### config.mk
export PLATFORM = sky130hd
export DESIGN_NAME = window_sweeper
export DESIGN_NICKNAME = d
export VERILOG_FILES = /design/src/rtl/cascade_pkg.sv /design/src/rtl/window_sweeper.sv
export SDC_FILE = /design/constraint.sdc
export NUM_CORES = 1
export LEC_CHECK = 0
export CAP_MARGIN = 10
export CORE_MARGIN = 4
export CORE_UTILIZATION = 45
export CTS_CLUSTER_DIAMETER = 80
export DETAILED_ROUTE_END_ITERATION = 7
export PLACE_DENSITY = 0.73
export SETUP_SLACK_MARGIN = 0.3
export SLEW_MARGIN = 5
export SYNTH_ARGS = -nofsm -noshare
export SYNTH_HDL_FRONTEND = slang
export SYNTH_SLANG_ARGS = --single-unit
### constraint.sdc
create_clock -name clk -period 5.9 [get_ports clk]
set_input_delay 1.18 -clock clk [delete_from_list [all_inputs] [get_ports clk]]
set_output_delay 1.18 -clock clk [all_outputs]
set_load 0.02 [all_outputs]
### src/rtl/cascade_pkg.sv
// Shared types for the detection-window cascade: sweep controller state encoding.
package cascade_pkg;

    typedef enum logic [1:0] {
        IDLE  = 2'd0,
        SWEEP = 2'd1,
        DONE  = 2'd2
    } sweep_state_e;

endpackage : cascade_pkg

### src/rtl/window_sweeper.sv
// Walks a SWEEP_X x SWEEP_Y detection window over a frame, emitting each top-left
// corner through a valid/ready handshake with per-frame latched size and strides.
module window_sweeper
    import cascade_pkg::*;
#(
    parameter int unsigned IMG_WIDTH_MAX  = 320,
    parameter int unsigned IMG_HEIGHT_MAX = 240,
    parameter int unsigned SWEEP_X        = 24,
    parameter int unsigned SWEEP_Y        = 24,
    parameter int unsigned STRIDE_W       = 4,
    localparam int unsigned W_X = $clog2(IMG_WIDTH_MAX + 1),
    localparam int unsigned W_Y = $clog2(IMG_HEIGHT_MAX + 1)
) (
    input  logic                clk,
    input  logic                rst,
    input  logic                start,
    input  logic                abort,
    input  logic [W_X-1:0]      cfg_width,
    input  logic [W_Y-1:0]      cfg_height,
    input  logic [STRIDE_W-1:0] cfg_stride_x,
    input  logic [STRIDE_W-1:0] cfg_stride_y,
    output logic                busy,
    output logic                done,
    output logic                hop_valid,
    input  logic                hop_ready,
    output logic [W_X-1:0]      x_hop,
    output logic [W_Y-1:0]      y_hop,
    output logic                hop_last_x,
    output logic                hop_last
);

    // Limits carry one extra sign bit; look-ahead sums get headroom for the stride.
    localparam int unsigned W_XL = W_X + 1;
    localparam int unsigned W_YL = W_Y + 1;
    localparam int unsigned W_CX = ((W_X > STRIDE_W) ? W_X : STRIDE_W) + 2;
    localparam int unsigned W_CY = ((W_Y > STRIDE_W) ? W_Y : STRIDE_W) + 2;

    sweep_state_e state_q, state_d;

    logic [W_X-1:0]         x_q, x_d;
    logic [W_Y-1:0]         y_q, y_d;
    logic [STRIDE_W-1:0]    sx_q, sx_d;
    logic [STRIDE_W-1:0]    sy_q, sy_d;
    logic signed [W_XL-1:0] xlim_q, xlim_d;
    logic signed [W_YL-1:0] ylim_q, ylim_d;

    logic busy_q, busy_d;
    logic done_q, done_d;
    logic valid_q, valid_d;
    logic last_x_q, last_x_d;
    logic last_q, last_d;

    logic [STRIDE_W-1:0]    sx_in_c;
    logic [STRIDE_W-1:0]    sy_in_c;
    logic signed [W_XL-1:0] xlim_in_c;
    logic signed [W_YL-1:0] ylim_in_c;
    logic signed [W_CX-1:0] nx_c;
    logic signed [W_CY-1:0] ny_c;
    logic                   in_sweep_c;

    // Frame configuration as it would be captured on start.
    always_comb begin
        sx_in_c   = (cfg_stride_x == '0) ? STRIDE_W'(1) : cfg_stride_x;
        sy_in_c   = (cfg_stride_y == '0) ? STRIDE_W'(1) : cfg_stride_y;
        xlim_in_c = $signed({1'b0, cfg_width})  - $signed(W_XL'(SWEEP_X));
        ylim_in_c = $signed({1'b0, cfg_height}) - $signed(W_YL'(SWEEP_Y));
    end

    // Next-state, coordinate stepping and look-ahead of the row/frame end flags.
    always_comb begin
        state_d = state_q;
        x_d     = x_q;
        y_d     = y_q;
        sx_d    = sx_q;
        sy_d    = sy_q;
        xlim_d  = xlim_q;
        ylim_d  = ylim_q;

        case (state_q)
            IDLE: begin
                if (!abort && start) begin
                    sx_d   = sx_in_c;
                    sy_d   = sy_in_c;
                    xlim_d = xlim_in_c;
                    ylim_d = ylim_in_c;
                    x_d    = '0;
                    y_d    = '0;
                    if (xlim_in_c[W_XL-1] || ylim_in_c[W_YL-1]) begin
                        state_d = DONE;
                    end else begin
                        state_d = SWEEP;
                    end
                end
            end
            SWEEP: begin
                if (abort) begin
                    state_d = IDLE;
                    x_d     = '0;
                    y_d     = '0;
                end else if (valid_q && hop_ready) begin
                    if (last_q) begin
                        state_d = DONE;
                        x_d     = '0;
                        y_d     = '0;
                    end else if (last_x_q) begin
                        x_d = '0;
                        y_d = y_q + W_Y'(sy_q);
                    end else begin
                        x_d = x_q + W_X'(sx_q);
                    end
                end
            end
            DONE: begin
                state_d = IDLE;
            end
            default: begin
                state_d = IDLE;
                x_d     = '0;
                y_d     = '0;
            end
        endcase

        // Flags describe the window that will be presented next cycle.
        nx_c       = W_CX'(x_d) + W_CX'(sx_d);
        ny_c       = W_CY'(y_d) + W_CY'(sy_d);
        in_sweep_c = (state_d == SWEEP);

        last_x_d = in_sweep_c && (nx_c > W_CX'(xlim_d));
        last_d   = last_x_d && (ny_c > W_CY'(ylim_d));
        busy_d   = in_sweep_c;
        valid_d  = in_sweep_c;
        done_d   = (state_d == DONE);
    end

    always_ff @(posedge clk) begin
        if (rst) begin
            state_q  <= IDLE;
            x_q      <= '0;
            y_q      <= '0;
            sx_q     <= STRIDE_W'(1);
            sy_q     <= STRIDE_W'(1);
            xlim_q   <= '0;
            ylim_q   <= '0;
            busy_q   <= 1'b0;
            done_q   <= 1'b0;
            valid_q  <= 1'b0;
            last_x_q <= 1'b0;
            last_q   <= 1'b0;
        end else begin
            state_q  <= state_d;
            x_q      <= x_d;
            y_q      <= y_d;
            sx_q     <= sx_d;
            sy_q     <= sy_d;
            xlim_q   <= xlim_d;
            ylim_q   <= ylim_d;
            busy_q   <= busy_d;
            done_q   <= done_d;
            valid_q  <= valid_d;
            last_x_q <= last_x_d;
            last_q   <= last_d;
        end
    end

    assign busy       = busy_q;
    assign done       = done_q;
    assign hop_valid  = valid_q;
    assign x_hop      = x_q;
    assign y_hop      = y_q;
    assign hop_last_x = last_x_q;
    assign hop_last   = last_q;

endmodule : window_sweeper

Word-level counts from Yosys, hierarchy flattened --
Index checks and enable logic that the tools add are counted.
Word-level totals: word-level logic and storage cells 60, bits in registers 50, output and inout bits 22
Operators by class: reduce and logical (&&, ||, !) cells 9, order comparisons 2, $add $sub $neg 6, equal/unequal tests 4, muxes and demuxes 28
Operators by type and width (number):
- two-way mux 9 bit | 7
- two-way mux 8 bit | 5
- one-hot mux 9 bit (3 select lines) | 1
- two-way mux 4 bit | 6
- one-hot mux 8 bit (3 select lines) | 1
- two-way mux 10 bit | 2
- > comparator 11 x 10 -> 1 bit | 1
- adder 9 x 4 -> 10 bit | 1
- > comparator 10 x 9 -> 1 bit | 1
- two-way mux 2 bit | 5
- subtractor 9 x 5 -> 10 bit (second input constant) | 1
- adder 8 x 4 -> 9 bit | 1
- adder 9 x 4 -> 9 bit | 1
- subtractor 8 x 5 -> 9 bit (second input constant) | 1
- adder 8 x 4 -> 8 bit | 1
- zero test 4 bit | 2
- equality test 2 x 1 -> 1 bit (second input constant) | 2
- equality test 2 bit (second input constant) | 2
- logical AND 1 bit | 4
- one-hot mux 2 bit (2 select lines) | 1
- zero test 2 bit | 1
- zero test 1 bit | 1
- logical OR 1 bit | 1

Longest topological paths before layout --
Gate-level depths: netlist of the first run.
depth in word-level cells 10, depth in mapped cells 21

Least setup slack after synthesis of the first run --
Ideal clock, no wire load.
path type input-to-reg, start input abort, end register last_q, in the netlist hop_last, library setup time 0.079 ns, setup slack 1.163 ns, arrival time 4.657 ns, stages on the path 20, cell sequence or3b_1 > nor2_1 > buf_2 > buf_2 > nor2_1 > a21oi_1 > ha_1 > inv_1 > fa_1 > nor2b_1 > o21ai_0 > nand2b_1 > o221ai_1 > nor4_1 > xnor2_1 > ha_1 > a21o_1 > a21oi_1 > nand4b_1 > a22oi_1
On the way: word-level cells in the longest chain between the ends 8, elaborated cells on any way between the ends 26, those cells by class add/sub: 2; order compare: 2; eq/ne: 1; mux: 17; reduce/logical: 4
RTL lines:
- from (decl) | RTL line window_sweeper.sv:17 | input logic abort,
- zero test 1 bit | RTL line window_sweeper.sv:81 | if (!abort && start) begin
- logical AND 1 bit | RTL line window_sweeper.sv:81
- two-way mux 4 bit | RTL line window_sweeper.sv:81
- two-way mux 4 bit | RTL line window_sweeper.sv:79 | case (state_q)
- via sx_d[0] | RTL line window_sweeper.sv:42 | logic [STRIDE_W-1:0] sx_q, sx_d;
- adder 9 x 4 -> 10 bit | RTL line window_sweeper.sv:124 | nx_c = W_CX'(x_d) + W_CX'(sx_d);
- > comparator 11 x 10 -> 1 bit | RTL line window_sweeper.sv:128 | last_x_d = in_sweep_c && (nx_c > W_CX'(xlim_d));
- logical AND 1 bit | RTL line window_sweeper.sv:128
- logical AND 1 bit | RTL line window_sweeper.sv:129 | last_d = last_x_d && (ny_c > W_CY'(ylim_d));
- to (signal assigned) | RTL line window_sweeper.sv:161 | last_q <= last_d;
- to (decl) | RTL line window_sweeper.sv:51 | logic last_q, last_d;
The timed path passes the listed nets, and every way through them passes these cells. A chain may end at the register's enable or synchronous reset.

Worst setup path after layout of the first run --
start input abort, end register last_q, in the netlist hop_last
On the way: word-level cells in the longest chain between the ends 8, elaborated cells on any way between the ends 26, those cells by class add/sub: 2; order compare: 2; eq/ne: 1; mux: 17; reduce/logical: 4
RTL lines:
- zero test 1 bit | RTL line window_sweeper.sv:81
- logical AND 1 bit | RTL line window_sweeper.sv:81
- two-way mux 9 bit | RTL line window_sweeper.sv:81
- one-hot mux 9 bit (3 select lines) (*) | RTL line window_sweeper.sv:79
- via x_d[1] | RTL line window_sweeper.sv:40 | logic [W_X-1:0] x_q, x_d;
- adder 9 x 4 -> 10 bit (*) | RTL line window_sweeper.sv:124
- > comparator 11 x 10 -> 1 bit (*) | RTL line window_sweeper.sv:128
- logical AND 1 bit (*) | RTL line window_sweeper.sv:128
- logical AND 1 bit (*) | RTL line window_sweeper.sv:129
Mark *: on every way through the listed nets, which the timed path passes. The rest lies on a longest branch.

==> results.sh, run 1 <==
export IMPL_status="finished clean"
export IMPL_antenna_found_initial=0
export IMPL_fin_crit_ps=5230
export IMPL_critPathSlowestCell="clkdlybuf4s50_1"
export IMPL_fin_setup_tns_ps=0
export IMPL_grt_remaining_overflow=0
export IMPL_fin_cells=545
export IMPL_arrival_ps=5470
export IMPL_critical_path_required_ps=6140
export IMPL_synth_edf_count=0
export IMPL_maxSlewViolCount=0
export IMPL_yosysMostFrequentCell="dfxtp_1"
export IMPL_drt_initial_drc_count=162
export IMPL_tightestPinTransition_ps=703
export IMPL_io_pins=52
export IMPL_postCtsSetupBuffers=0
export IMPL_yosys_top_cells_count="50 x dfxtp_1, 42 x nor2_1, 37 x ha_1"
export IMPL_seq_area_frac_synth_pct=29.0
export IMPL_timing_final_crit_share_pct=88.7
export IMPL_numClockSinks=50
export IMPL_top_layer="met4"
export IMPL_postRouteAntennaNets=0
export IMPL_dr_wl_met3_um=411
export IMPL_num_vias=3065
export IMPL_clock_root_buffer="clkbuf_8"
export IMPL_numCtsBuffers=5
export IMPL_p_per_area_nw_per_um2=167
export IMPL_diodes=0
export IMPL_cts_resized=0
export IMPL_clkLatencyLatePin_ps=310
export IMPL_avgSynthCellArea_sq_um=8.77
export IMPL_cp_start_kind="input port"
export IMPL_finClkSkew_ps=7.55
export IMPL_clkSlewWorstSetupHoldPaths_ps=90
export IMPL_nNetsFinal=516
export IMPL_dieArea_sq_um=9140
export IMPL_p_leak_nw=1.69
export IMPL_dp_cells=537
export IMPL_path_max_fanout=6
export IMPL_gp_congestion=0.872
export IMPL_grt_max_degree=49
export IMPL_fin_ws_ps=667
export IMPL_peakVddDrop_mv=0.0781
export IMPL_cap_violations=0
export IMPL_synthesis_nets=465
export IMPL_netlist_area_sq_um=3450
export IMPL_cts_tree="built"
export IMPL_vias_per_cell=5.62
export IMPL_drive_gt1_share_pct=7.17
export IMPL_drt_wl_total_um=8200
export IMPL_grt_pass1_wl_um=13700
export IMPL_finalSetupViolCount=0
export IMPL_grt_pass1_vias=2865
export IMPL_hold_buffers=0
export IMPL_die_h_um=95.6
export IMPL_critPathMaxStageDelay_ps=500
export IMPL_grt_usage_pct=18.9
export IMPL_fmax_mhz=191
export IMPL_start_util_pct=46.9
export IMPL_wl_met1_um=3960
export IMPL_place_port_buffers=51
export IMPL_syn_to_final_growth_pct=20.4
export IMPL_first_pass_iters=4
export IMPL_power_total_w=0.000696
export IMPL_dpl_hpwl_um=6350
export IMPL_yosysUniqueCellTypes=60
export IMPL_synth_top_cell_area_share_pct=29.0
export IMPL_async_flop_share_pct=0
export IMPL_synth_main_ff_cell="dfxtp_1"
export IMPL_cp_end_kind="register"
export IMPL_ys_warn_count=0
export IMPL_synth_area_top_cells="dfxtp_1 29%, ha_1 13%, nor2_1 4.6%"
export IMPL_wl_per_cell_um=15.0
export IMPL_pre_cts_ws_ps=392
export IMPL_slew_headroom_pct=53.1
export IMPL_std_cell_rows=31
export IMPL_route_detailed_drc=0
export IMPL_synth_cells=394
export IMPL_path_cells="clkdlybuf4s50_1 > or3b_1 > a22o_1 > a22oi_1 > inv_1 > ha_1 > a21o_1 > a21oi_1 > nor2b_1 > nor2_1 > nor2_1 > xnor2_1 > ha_1 > nand4_1 > a21oi_1 > o2111ai_1 > a21o_1 > a22oi_1"
export IMPL_path_class="in -> reg"
export IMPL_die_w_um=95.6
export IMPL_core_sq_um=7370
export IMPL_hold_path_class="reg -> reg"
export IMPL_dr_wl_met2_um=3720
export IMPL_ys_ff_latch=50
export IMPL_htree_levels=2
export IMPL_rsz0062_at_grt="no"
export IMPL_synth_top_area_cell="dfxtp_1"
export IMPL_finalHoldViolCount=0
export IMPL_cts_buffer_depth=2
==> per-stage QoR <==
step | hold WS [ps] | instance area, sq um | util [%]
global route | 538 | 4160 | 56.4
global placement | 485 | 4070 | 55.2
detailed placement | 489 | 4070 | 55.2
floorplan | 456 | 3450 | -
finish | 506 | 4160 | 56.4
CTS | 516 | 4160 | 56.4
==> flip-flops by register name, indices dropped and copies added, names as in the netlist, 2 cells and up <==
register and count:
sy_q 4, xlim_q 10, ylim_q 9, state_q 2, y_hop 8, sx_q 4
x_hop 9
==> cell usage in the layout (no fill, tap or decap), drive strengths merged, types with 10 or more instances in the layout <==
cell type,n
dfxtp,50
nand3,11
clkdlybuf4s50,51
inv,16
a21oi,22
nor2,42
mux2i,10
o21ai,19
nor2b,20
nand2,26
xnor2,17
ha,37
==> worst paths after layout <==
| kind | start | endpoint | slack, ps | cells past startpoint |
|---|---|---|---|---|
| worst min register to register | ylim_q[8]$_SDFF_PP0_ | ylim_q[8]$_SDFF_PP0_ | 510 | 2 |
| worst min-delay path | ylim_q[8]$_SDFF_PP0_ | ylim_q[8]$_SDFF_PP0_ | 510 | 2 |
| worst max register to register | state_q[1]$_SDFF_PP0_ | hop_last$_SDFF_PP0_ | 1630 | 17 |
| worst max-delay path | abort | hop_last$_SDFF_PP0_ | 670 | 18 |
==> report_power, final <==
part,internal (W),switching [W],total (W)
registers,0.000349,0.00000610,0.000355
clock network,0.0000840,0.000120,0.000204
logic,0.0000654,0.0000719,0.000137
total,0.000498,0.000198,0.000696
==> layout make-up <==
class | instances | area, sq um
fillers | 674 | 3210
clock inverters | 2 | 13.8
well taps | 99 | 124
multi-input cells | 317 | 2350
inverters | 16 | 60.1
flip-flops and latches | 50 | 1000
repair buffers | 55 | 541
clock buffers | 6 | 72.6
==> metal layers <==
metal	track usage [%]	vias to the layer above
li1	-	1540
met1	27.1	1444
met2	28.7	72
met3	2.76	9
met4	6.52	0
met5	0	-
==> critical path: cells and delay by family <==
family	cells	cell delay (ps)
AND/OR/NAND/NOR	5	1030
XOR/XNOR	1	160
buffers and inverters	2	590
AO/OA/AOI/OAI	8	1910
adder cells (fa/ha/maj)	2	600
==> cell families after synthesis <==
logic type	after synthesis	synth area share (%)
buffers and inverters	27	3.19
flip-flops	50	29.0
multiplexers	17	5.18
adder cells (fa/ha/maj)	41	15.7
XOR/XNOR	21	5.32
AO/OA/AOI/OAI	94	18.8
AND/OR/NAND/NOR	144	22.8
(Power assumes the default switching activity.)
==> inputs of run 2 (changes only) <==
Settings changed: CTS_BUF_LIST from default to sky130_fd_sc_hd__clkbuf_8 sky130_fd_sc_hd__clkbuf_16, PLACE_DENSITY 0.73 to 0.75, TNS_END_PERCENT from default to 100.
==> results.sh, run 2 (synthesized netlist as in run 1, its figures left out) <==
export IMPL_layout_common_cells="51 x clkdlybuf4s50_1, 50 x dfxtp_1, 41 x nor2_1"
export IMPL_utilization_pct=56.5
export IMPL_wl_met1_um=4000
export IMPL_p_int_w=0.000505
export IMPL_dr_wl_met2_um=3550
export IMPL_timing_final_crit_share_pct=88.4
export IMPL_grt_remaining_overflow=0
export IMPL_finClkSkew_ps=8.64
export IMPL_peakVddDrop_mv=0.0794
export IMPL_status="finished clean"
export IMPL_postCtsSetupBuffers=0
export IMPL_diodes=0
export IMPL_clock_root_buffer="clkbuf_8"
export IMPL_cp_end_kind="register"
export IMPL_numClockSinks=50
export IMPL_pwr_share_clk_pct=28.9
export IMPL_seq_power_share_pct=51.3
export IMPL_largest_register="xlim_q"
export IMPL_grt_max_degree=49
export IMPL_place_port_buffers=51
export IMPL_dpl_cell_area_sq_um=4080
export IMPL_tightestPinTransition_ps=1100
export IMPL_path_max_fanout=6
export IMPL_htree_levels=2
export IMPL_clkLatencyLatePin_ps=300
export IMPL_dieArea_sq_um=9140
export IMPL_grt_pass1_vias=2846
export IMPL_rsz0062_at_grt="no"
export IMPL_finalSetupViolCount=0
export IMPL_holdWs_ps=502
export IMPL_top_layer="met4"
export IMPL_antenna_found_initial=0
export IMPL_finalHoldViolCount=0
export IMPL_cp_start_kind="input port"
export IMPL_wl_per_cell_um=14.6
export IMPL_syn_to_final_growth_pct=20.5
export IMPL_critPathSlowestCell="clkdlybuf4s50_1"
export IMPL_arrival_ps=5440
export IMPL_postRouteAntennaNets=0
export IMPL_p_per_area_nw_per_um2=166
export IMPL_critPathMaxStageDelay_ps=480
export IMPL_maxSlewViolCount=0
export IMPL_hold_buffers=0
export IMPL_p_leak_nw=1.69
export IMPL_path_class="in -> reg"
export IMPL_grt_pass1_wl_um=13100
export IMPL_vias_per_cell=5.56
export IMPL_fin_crit_ps=5220
export IMPL_first_pass_iters=5
export IMPL_die_w_um=95.6
export IMPL_dpl_hpwl_um=6120
export IMPL_fin_setup_tns_ps=0
export IMPL_final_cell_area_sq_um=4160
export IMPL_final_common_cell="clkdlybuf4s50_1"
export IMPL_hold_path_class="reg -> reg"
export IMPL_path_cells="clkdlybuf4s50_1 > or3b_1 > a22o_1 > a22oi_1 > inv_1 > ha_1 > a21o_1 > a21oi_1 > nor2b_1 > nor2_1 > nor2_1 > xnor2_1 > ha_1 > nand4_1 > a21oi_1 > o2111ai_1 > a21o_1 > a22oi_1"
export IMPL_drt_initial_drc_count=124
export IMPL_drive_gt1_share_pct=7.19
export IMPL_power_net_switching_w=0.000186
export IMPL_core_sq_um=7370
export IMPL_cts_buffer_depth=2
export IMPL_die_h_um=95.6
export IMPL_cp_num_buf_inv=2
export IMPL_numCtsBuffers=5
export IMPL_fmax_mhz=192
export IMPL_comb_power_share_pct=19.8
export IMPL_largest_reg_flops=10
export IMPL_cap_violations=0
export IMPL_dr_wl_met3_um=283
export IMPL_drt_wl_total_um=7930
export IMPL_cts_resized=0
export IMPL_cts_tree="built"
export IMPL_critPathTopFamily="compound AO/OA/AOI/OAI gates"
export IMPL_std_cell_rows=31
export IMPL_start_util_pct=46.9
export IMPL_route_detailed_drc=0
export IMPL_num_vias=3024
export IMPL_critical_path_required_ps=6120
export IMPL_grt_usage_pct=18.0
export IMPL_gp_congestion=0.892
export IMPL_clkSlewWorstSetupHoldPaths_ps=80
export IMPL_io_pins=52
export IMPL_swShare_pct=26.9
export IMPL_slew_headroom_pct=24.7
export IMPL_nNetsFinal=517
==> run 2: cell types whose count changed in the layout (fill, tap and decap cells not counted), sizes merged <==
cell and delta:
clkinv -2, buf +1
==> run 2: final timing paths <==
| kind | cells past startpoint | slack (ps) | from | end |
|---|---|---|---|---|
| setup / recovery | 18 | 680 | abort | hop_last$_SDFF_PP0_ |
| hold / removal | 2 | 500 | ylim_q[8]$_SDFF_PP0_ | ylim_q[8]$_SDFF_PP0_ |
| setup reg to reg | 17 | 1600 | state_q[1]$_SDFF_PP0_ | hop_last$_SDFF_PP0_ |
| hold reg to reg | 2 | 500 | ylim_q[8]$_SDFF_PP0_ | ylim_q[8]$_SDFF_PP0_ |
==> run 2: layout make-up <==
class | count | area (sq um)
sequential | 50 | 1000
fill | 645 | 3210
multi-input combinational | 317 | 2350
tap | 99 | 124
inverter | 16 | 60.1
timing repair buffer | 56 | 548
clock buffer | 6 | 82.6
==> run 2: metal layers <==
| layer | global-route usage (%) | vias to the layer above |
|---|---|---|
| met1 | 25.5 | 1408 |
| met3 | 2.68 | 9 |
| met5 | 0 | - |
| li1 | - | 1549 |
| met2 | 27.6 | 58 |
| met4 | 6.40 | 0 |
==> run 2: stage by stage <==
stage,total power [W],setup slack (ps),std cells
3_5_place_dp,0.000498,432,538
5_1_grt,0.000729,360,544
2_1_floorplan,0.000450,1160,394
4_1_cts,0.000699,725,544
6_report,0.000691,684,544
3_3_place_gp,0.000494,496,538
==> run 2: worst register-to-register path, delay by kind of cell, from the launching register on <==
family / cells / cell delay [ps]
adder cells (fa/ha/maj): 2 / 600
flip-flops: 1 / 410
AND/OR/NAND/NOR: 5 / 1010
XOR/XNOR: 1 / 160
buffers and inverters: 1 / 90
AO/OA/AOI/OAI: 8 / 1940
==> run 2: power groups by stage <==
stage                     clock network (W)  logic (W)  registers [W]
after CTS                          0.000207   0.000137       0.000354
after floorplan                           0  0.0000884       0.000361
after global placement                    0   0.000133       0.000362
after detailed placement                  0   0.000136       0.000362
after global routing               0.000220   0.000153       0.000356
final                              0.000200   0.000137       0.000355
